File: config.mk
export PLATFORM = sky130hd
export DESIGN_NAME = lcd_hd44780_responder_flat
export DESIGN_NICKNAME = d
export VERILOG_FILES = /design/src/rtl/lcd_hd44780_responder_if.sv /design/src/rtl/lcd_hd44780_responder.sv /design/src/flat_wrapper.sv
export SDC_FILE = /design/constraint.sdc
export NUM_CORES = 1
export LEC_CHECK = 0
export ABC_AREA = 1
export CAP_MARGIN = 20
export CORE_MARGIN = 2
export CORE_UTILIZATION = 40
export CTS_BUF_LIST = sky130_fd_sc_hd__clkbuf_2
export DETAILED_ROUTE_END_ITERATION = 16
export HOLD_SLACK_MARGIN = 0.15
export SLEW_MARGIN = 20
export SYNTH_ARGS = -nofsm -noshare
export SYNTH_HDL_FRONTEND = slang
export SYNTH_SLANG_ARGS = --single-unit
File: constraint.sdc
create_clock -name clk -period 10.4 [get_ports clk]
set_input_delay 1.56 -clock clk [delete_from_list [all_inputs] [get_ports clk]]
set_output_delay 1.56 -clock clk [all_outputs]
set_load 0.005 [all_outputs]
File: src/rtl/lcd_hd44780_responder_if.sv
// 8-bit HD44780-style LCD bus: the controller drives rs/rw/enable/data, and the
// responder receives them.
interface lcd_hd44780_responder_if;
  logic       rs;
  logic       rw;
  logic       enable;
  logic [7:0] data;

  modport master (output rs, rw, enable, data);
  modport slave  (input  rs, rw, enable, data);
endinterface

File: src/rtl/lcd_hd44780_responder.sv
// Receiving end of the HD44780 LCD bus. It latches writes on the enable falling edge,
// decodes instructions and data, and keeps DDRAM, CGRAM, the AC and the mode flags.
module lcd_hd44780_responder #(
  parameter int unsigned SYNC_STAGES = 2,   // must be >= 2
  parameter logic [7:0]  CLEAR_FILL  = 8'h20
) (
  input  logic                          clk,
  input  logic                          reset,
  lcd_hd44780_responder_if.slave        bus,
  input  logic [6:0]                    rd_addr,
  input  logic [5:0]                    cg_rd_addr,
  output logic [7:0]                    rd_data,
  output logic [4:0]                    cg_rd_data,
  output logic [6:0]                    addr_counter,
  output logic                          cgram_mode,
  output logic                          display_on,
  output logic                          cursor_on,
  output logic                          blink_on,
  output logic                          func_dl,
  output logic                          func_n,
  output logic                          entry_id,
  output logic                          busy,
  output logic                          overrun
);

  localparam logic [6:0] LAST_IDX = 7'd79;

  typedef enum logic {
    ST_IDLE,
    ST_CLEARING
  } state_e;

  state_e state_q, state_d;
  logic [6:0] clr_idx_q, clr_idx_d;
  logic [6:0] ac_q, ac_d;
  logic       cgram_q, cgram_d;
  logic       disp_q, disp_d;
  logic       cur_q, cur_d;
  logic       blink_q, blink_d;
  logic       dl_q, dl_d;
  logic       n_q, n_d;
  logic       id_q, id_d;
  logic       ovr_q, ovr_d;

  logic [SYNC_STAGES-1:0]       en_sync_q;
  logic                         en_prev_q;
  logic [SYNC_STAGES-1:0][9:0]  bus_dly_q;

  logic [7:0] mem_q [80];
  logic [4:0] cg_q  [64];
  logic [5:0] cg_rst_idx_q;
  logic [7:0] rd_data_q;
  logic [4:0] cg_rd_data_q;

  logic       strobe;
  logic       strb_rs, strb_rw;
  logic [7:0] strb_data;
  logic [7:0] wmap, rmap;

  logic       dd_we;
  logic [6:0] dd_widx;
  logic [7:0] dd_wdata;
  logic       cg_we;
  logic [5:0] cg_widx;
  logic [4:0] cg_wdata;

  // Returns {valid, cell index} for a raw HD44780 DDRAM address.
  function automatic logic [7:0] dd_map(input logic [6:0] a);
    if (a <= 7'h27)                    return {1'b1, a};
    else if (a >= 7'h40 && a <= 7'h67) return {1'b1, a - 7'h18};
    else                               return 8'h00;
  endfunction

  function automatic logic [6:0] ac_step(input logic [6:0] a, input logic cg, input logic inc);
    if (cg)       return {1'b0, inc ? a[5:0] + 6'd1 : a[5:0] - 6'd1};
    else if (inc) return (a == 7'h27) ? 7'h40 : (a == 7'h67) ? 7'h00 : a + 7'd1;
    else          return (a == 7'h00) ? 7'h67 : (a == 7'h40) ? 7'h27 : a - 7'd1;
  endfunction

  // rs/rw/data are delayed by the same depth as enable, so they stay aligned with the detected edge.
  always_ff @(posedge clk) begin
    if (!reset) begin
      en_sync_q <= '0;
      en_prev_q <= 1'b0;
      bus_dly_q <= '0;
    end else begin
      en_sync_q <= {en_sync_q[SYNC_STAGES-2:0], bus.enable};
      en_prev_q <= en_sync_q[SYNC_STAGES-1];
      bus_dly_q <= {bus_dly_q[SYNC_STAGES-2:0], {bus.rs, bus.rw, bus.data}};
    end
  end

  assign strobe    = en_prev_q & ~en_sync_q[SYNC_STAGES-1];
  assign strb_rs   = bus_dly_q[SYNC_STAGES-1][9];
  assign strb_rw   = bus_dly_q[SYNC_STAGES-1][8];
  assign strb_data = bus_dly_q[SYNC_STAGES-1][7:0];
  assign wmap      = dd_map(ac_q);
  assign rmap      = dd_map(rd_addr);

  always_comb begin
    state_d   = state_q;
    clr_idx_d = clr_idx_q;
    ac_d      = ac_q;
    cgram_d   = cgram_q;
    disp_d    = disp_q;
    cur_d     = cur_q;
    blink_d   = blink_q;
    dl_d      = dl_q;
    n_d       = n_q;
    id_d      = id_q;
    ovr_d     = ovr_q;
    dd_we     = 1'b0;
    dd_widx   = clr_idx_q;
    dd_wdata  = CLEAR_FILL;
    cg_we     = 1'b0;
    cg_widx   = ac_q[5:0];
    cg_wdata  = strb_data[4:0];

    case (state_q)
      ST_CLEARING: begin
        dd_we = 1'b1;
        if (strobe && !strb_rw) ovr_d = 1'b1;
        if (clr_idx_q == LAST_IDX) begin
          state_d = ST_IDLE;
          ac_d    = 7'h00;
          cgram_d = 1'b0;
          id_d    = 1'b1;
        end else begin
          clr_idx_d = clr_idx_q + 7'd1;
        end
      end
      default: begin
        if (strobe && !strb_rw) begin
          if (strb_rs) begin
            if (cgram_q) begin
              cg_we = 1'b1;
            end else begin
              dd_we    = wmap[7];
              dd_widx  = wmap[6:0];
              dd_wdata = strb_data;
            end
            ac_d = ac_step(ac_q, cgram_q, id_q);
          end else begin
            casez (strb_data)
              8'b1???????: begin ac_d = strb_data[6:0]; cgram_d = 1'b0; end
              8'b01??????: begin ac_d = {1'b0, strb_data[5:0]}; cgram_d = 1'b1; end
              8'b001?????: begin dl_d = strb_data[4]; n_d = strb_data[3]; end
              8'b0001????: if (!strb_data[3]) ac_d = ac_step(ac_q, cgram_q, strb_data[2]);
              8'b00001???: begin
                disp_d  = strb_data[2];
                cur_d   = strb_data[1];
                blink_d = strb_data[0];
              end
              8'b000001??: id_d = strb_data[1];
              8'b0000001?: begin ac_d = 7'h00; cgram_d = 1'b0; end
              8'b00000001: begin state_d = ST_CLEARING; clr_idx_d = 7'h00; end
              default: ;
            endcase
          end
        end
      end
    endcase
  end

  always_ff @(posedge clk) begin
    if (!reset) begin
      state_q   <= ST_CLEARING;
      clr_idx_q <= 7'h00;
      ac_q      <= 7'h00;
      cgram_q   <= 1'b0;
      disp_q    <= 1'b0;
      cur_q     <= 1'b0;
      blink_q   <= 1'b0;
      dl_q      <= 1'b1;
      n_q       <= 1'b0;
      id_q      <= 1'b1;
      ovr_q     <= 1'b0;
    end else begin
      state_q   <= state_d;
      clr_idx_q <= clr_idx_d;
      ac_q      <= ac_d;
      cgram_q   <= cgram_d;
      disp_q    <= disp_d;
      cur_q     <= cur_d;
      blink_q   <= blink_d;
      dl_q      <= dl_d;
      n_q       <= n_d;
      id_q      <= id_d;
      ovr_q     <= ovr_d;
    end
  end

  always_ff @(posedge clk) begin
    if (dd_we) mem_q[dd_widx] <= dd_wdata;
  end

  // Free-running sweep pointer: any 64 consecutive reset cycles zero every CGRAM row.
  always_ff @(posedge clk) begin
    cg_rst_idx_q <= cg_rst_idx_q + 6'd1;
    if (!reset)     cg_q[cg_rst_idx_q] <= '0;
    else if (cg_we) cg_q[cg_widx]      <= cg_wdata;
  end

  always_ff @(posedge clk) begin
    if (!reset) begin
      rd_data_q    <= '0;
      cg_rd_data_q <= '0;
    end else begin
      rd_data_q    <= rmap[7] ? mem_q[rmap[6:0]] : 8'h00;
      cg_rd_data_q <= cg_q[cg_rd_addr];
    end
  end

  assign rd_data      = rd_data_q;
  assign cg_rd_data   = cg_rd_data_q;
  assign addr_counter = ac_q;
  assign cgram_mode   = cgram_q;
  assign display_on   = disp_q;
  assign cursor_on    = cur_q;
  assign blink_on     = blink_q;
  assign func_dl      = dl_q;
  assign func_n       = n_q;
  assign entry_id     = id_q;
  assign busy         = (state_q == ST_CLEARING);
  assign overrun      = ovr_q;

endmodule

File: src/flat_wrapper.sv
// flat-port wrapper written by rule: the top's interface ports become plain ports
module lcd_hd44780_responder_flat 
#(
  parameter int unsigned SYNC_STAGES = 2,                  
  parameter logic [7:0]  CLEAR_FILL  = 8'h20
)
  (clk, reset, rd_addr, cg_rd_addr, rd_data, cg_rd_data, addr_counter, cgram_mode, display_on, cursor_on, blink_on, func_dl, func_n, entry_id, busy, overrun, bus_rs, bus_rw, bus_enable, bus_data);
  lcd_hd44780_responder_if bus_i ();
  input  logic clk;
  input  logic reset;
  input  logic [6:0] rd_addr;
  input  logic [5:0] cg_rd_addr;
  output logic [7:0] rd_data;
  output logic [4:0] cg_rd_data;
  output logic [6:0] addr_counter;
  output logic cgram_mode;
  output logic display_on;
  output logic cursor_on;
  output logic blink_on;
  output logic func_dl;
  output logic func_n;
  output logic entry_id;
  output logic busy;
  output logic overrun;
  input wire logic [$bits(bus_i.rs)-1:0] bus_rs;
  input wire logic [$bits(bus_i.rw)-1:0] bus_rw;
  input wire logic [$bits(bus_i.enable)-1:0] bus_enable;
  input wire logic [$bits(bus_i.data)-1:0] bus_data;
  assign bus_i.rs = bus_rs;
  assign bus_i.rw = bus_rw;
  assign bus_i.enable = bus_enable;
  assign bus_i.data = bus_data;
  lcd_hd44780_responder #(.SYNC_STAGES(SYNC_STAGES), .CLEAR_FILL(CLEAR_FILL)) u_core (.clk(clk), .reset(reset), .bus(bus_i), .rd_addr(rd_addr), .cg_rd_addr(cg_rd_addr), .rd_data(rd_data), .cg_rd_data(cg_rd_data), .addr_counter(addr_counter), .cgram_mode(cgram_mode), .display_on(display_on), .cursor_on(cursor_on), .blink_on(blink_on), .func_dl(func_dl), .func_n(func_n), .entry_id(entry_id), .busy(busy), .overrun(overrun));
endmodule
==> results.yml <==
critical_path:
  worstPathBufferInverterCount: 5
  critical_path.cell_chain: "clkdlybuf4s50_1 -> nand3_1 -> nand2_1 -> nand3_4 -> buf_4 -> nand2_4 -> inv_2 -> buf_4 -> nand3_1 -> nand3_1 -> nand3_1 -> nand3_1 -> nand3_1 -> nand2_1 -> inv_1"
  crit_slowest_cell: "sky130_fd_sc_hd__inv_2"
  worst_r2r_endpoint: "u_core.mem_q[10][1]"
  timing.critical_path.slowest_cell_delay_ns: 0.85
  cp-start-kind: "primary input"
  critPathRequiredTime_ns: 11.77
  cp_max_fo: 56
  reg2regPathDepth: 8
  r2r-start: "u_core.cgram_mode"
  worst-r2r-setup-slack_ns: 6.05
  path_common_cell: "sky130_fd_sc_hd__nand3_1"
  worst_path_dominant_cell_family: "buffers and inverters"
  critical_path.endpoint_type: "flip-flop"
  criticalPathCategory: "primary input to flip-flop"
  worst-endpoint-arrival_ns: 6.74
run_status:
  status: "finished, final reports clean"
synth:
  synth.ff_latch_count: 1025
  async_flop_share_pct: 0
  ys_types: 46
  synth.largest_area_cell: "sky130_fd_sc_hd__edfxtp_1"
  ys_warn_count: 0
  synth_top_cells_by_area: "sky130_fd_sc_hd__edfxtp_1, sky130_fd_sc_hd__nand3_1, sky130_fd_sc_hd__nor2_1"
  net_count_after_synthesis: 3909
  post-synth-top-area-fraction_pct: 65.7
  postSynthAreaPerCell_sq_um: 11.3
  syn-cell-area_sq_mm: 0.0439
  synth.yosys.seq_area_share_pct: 68.6
  syn_inst: 3874
  postSynth.topFlopCell: "sky130_fd_sc_hd__edfxtp_1"
  synth_edf_count: 960
final_layout:
  n_fill_cell: 10200
  sequential_cell_area_sq_mm: 0.0301
  area_overhead_of_the_layout_relative_to_synthesis_pct: 9.29
  multi_input_combinational_cell_area_sq_mm: 0.0113
  drive_gt1_share_pct: 13.9
  num-nets-final: 4045
sta:
  final_period_minus_worst_setup_slack_ns: 5.38
  fin_ws_ns: 5.02
  worst_pin_slew_ns: 1.19
  final.period_utilization_pct: 51.7
  relSlewSlack_pct: 20.2
  unrepaired_setup_endpoints_after_global_routing: "no"
  timing.fmax_ghz: 0.186
  setup_total_negative_slack_ns: 0
  final_setup_fails: 0
  fin_worst_skew_ns: 0.176
  timing_hold_violations_final: 0
  timing.final.max_slew_violations: 0
clock_tree:
  tritoncts.num_buffers: 279
  cts_root_buf: "sky130_fd_sc_hd__clkbuf_2"
  cts_resized: 0
  cts_num_sinks: 1025
  tritoncts: "yes"
  clk_transition_reported_paths_ns: 0.09
  max-clock-path-buffers: 4
  htree_levels: 5
  clock_latency_ns: 1.51
  cts.hold.buffers_added: 0
  postCtsSetupRepairBufs: 0
global_route:
  grt_max_degree: 165
  global_route.usage.total_pct: 20.5
  globalRouteMet1Util_pct: 28.3
  antenna_violations_before_repair: 3
  grt_pass1_vias: 29400
  global_route_layer_with_the_greatest_usage: "met2"
  met3_routing_resource_usage_after_global_routing_pct: 4.98
  grt_remaining_overflow: 0
  gr-usage-met2_pct: 31.6
  global_route_wire_length_before_repair_microns: 177000
detailed_routing:
  drt_wl_total_microns: 116000
  drt-vias-per-instance: 5.40
  wire_per_inst_microns: 20.8
  first_pass_iters: 6
  via_count: 30200
  drtIter0Drc: 3185
  route.antenna.remaining_nets: 0
  drc_errors: 0
floorplanning:
  die_height_microns: 335
  placeableCoreArea_sq_mm: 0.109
  num_rows: 121
  chipWidth_microns: 335
  floorplan.die_area_sq_mm: 0.112
  initial_utilization_pct: 40.3
  io-pin-count: 55
hold_path:
  hp-start: "u_core.bus_dly_q[1]"
  hold_path_end: "u_core.bus_dly_q[11]"
  worst_hold_path_type: "flip-flop to flip-flop"
  whs_path_depth: 2
pwr:
  power.switching_fraction_pct: 25.7
  power.internal_mw: 5.74
  pwr-share-clk_pct: 35.4
  share_seq_of_total_power_pct: 57.8
  switchingPower_mw: 1.99
  leakage_nw: 16.6
  vdd_ir_drop_max_v: 0.0000992
  p_per_cell_area_mw_per_mm2: 161
  p_comb_share_pct: 6.8
placed_design:
  portBuffers: 54
  place_hpwl_microns: 64400
  finalWeightedCongestion: 0.826
  detailedPlace.worstSlack_ns: 3.60
job:
  max_cap_violations: 0
layer usage:
layer | vias to the layer above | wire length [microns]
met5 | - | 0
met2 | 1196 | 53400
li1 | 14100 | -
met4 | 0 | 2360
met1 | 14700 | 50600
met3 | 183 | 9630
Yosys cell counts, drive strengths merged (62+ instances only):
master	count
inv	410
dfxtp	65
edfxtp	960
nand2	384
clkbuf	137
nand3	679
buf	102
o211ai	74
or2	101
nor2	420
o221ai	62
nand3b	120
o21ai	216
worst reg2reg max path, cell delays in order, from the launching register on:
cell	delay (ns)
sky130_fd_sc_hd__dfxtp_1	0.61
sky130_fd_sc_hd__nor2_1	0.15
sky130_fd_sc_hd__nand2_1	0.58
sky130_fd_sc_hd__inv_1	0.36
sky130_fd_sc_hd__o22ai_2	0.29
sky130_fd_sc_hd__inv_1	0.06
sky130_fd_sc_hd__nor2_1	0.12
sky130_fd_sc_hd__nand2_1	0.73
sky130_fd_sc_hd__nor2_1	0.98
per-stage QoR:
stage	util [%]	power [mW]	area, sq um	instances	hold WS, ns
6_report	44.1	7.73	48000	5591	0.374
5_1_grt	44.1	8.05	48000	5588	0.431
4_1_cts	44.0	7.79	47900	5585	0.396
3_5_place_dp	41.9	5.08	45600	5141	0.396
3_3_place_gp	41.9	5.08	45600	5141	0.392
2_1_floorplan	-	4.89	43900	3874	0.383
kinds of logic after synthesis:
family                   count (synthesis)  share of synthesized area (%)
AO/OA/AOI/OAI                          453                           6.56
flip-flops                            1025                           68.6
adder cells (fa/ha/maj)                  9                          0.257
buffers and inverters                  651                           5.85
AND/OR/NAND/NOR                       1722                           18.4
XOR/XNOR                                14                          0.279
area by class of cell:
| class | instances | share of cell area [%] |
|---|---|---|
| Sequential cell | 1025 | 62.8 |
| Multi-Input combinational cell | 2198 | 23.6 |
| Clock buffer | 406 | 4.24 |
| Tap cell | 1414 | 3.69 |
| Inverter | 412 | 3.23 |
| Timing Repair Buffer | 94 | 1.80 |
| Clock inverter | 38 | 0.592 |
| Antenna cell | 4 | 0.0209 |
how the worst max path moves through the flow:
stage / cells past startpoint / startpoint / end
final: 15 / rd_addr[2] / u_core.rd_data[6]
after CTS: 15 / rd_addr[2] / u_core.rd_data[6]
after global placement: 16 / rd_addr[2] / u_core.rd_data[4]
after detailed placement: 15 / rd_addr[2] / u_core.rd_data[6]
after floorplan: 3 / reset / u_core.cg_q[0][0]
after global routing: 17 / rd_addr[2] / u_core.rd_data[3]
placed cells by master, fill, tap and decap left out, types with 25 or more instances in the layout:
cell / instances
sky130_fd_sc_hd__nand3_1: 678
sky130_fd_sc_hd__inv_1: 397
sky130_fd_sc_hd__o21ai_0: 206
sky130_fd_sc_hd__o221ai_1: 62
sky130_fd_sc_hd__dfxtp_1: 65
sky130_fd_sc_hd__o2111ai_1: 25
sky130_fd_sc_hd__clkdlybuf4s50_1: 51
sky130_fd_sc_hd__clkinv_1: 25
sky130_fd_sc_hd__nand2_1: 380
sky130_fd_sc_hd__nand3b_1: 120
sky130_fd_sc_hd__buf_4: 38
sky130_fd_sc_hd__or2_2: 82
sky130_fd_sc_hd__a21oi_1: 33
sky130_fd_sc_hd__clkbuf_2: 406
sky130_fd_sc_hd__nor2_1: 407
sky130_fd_sc_hd__edfxtp_1: 960
sky130_fd_sc_hd__o211ai_1: 74
flip-flops by register name (all words and copies together) (netlist names), 5 cells and up:
signal / cells
u_core.cg_rd_data: 5
u_core.rd_data: 8
u_core.clr_idx_q: 7
u_core.bus_dly_q: 20
u_core.cg_rst_idx_q: 6
u_core.cg_q: 320
u_core.addr_counter: 7
u_core.mem_q: 640
power by group through the flow:
stage / Clock (mW) / Combinational [mW] / Sequential [mW]
final: 2.74 / 0.523 / 4.47
after global placement: 0 / 0.516 / 4.56
after CTS: 2.81 / 0.517 / 4.47
after floorplan: 0 / 0.330 / 4.56
after detailed placement: 0 / 0.516 / 4.56
after global routing: 3.02 / 0.565 / 4.47
No activity file was read; power rests on OpenSTA's default activity.
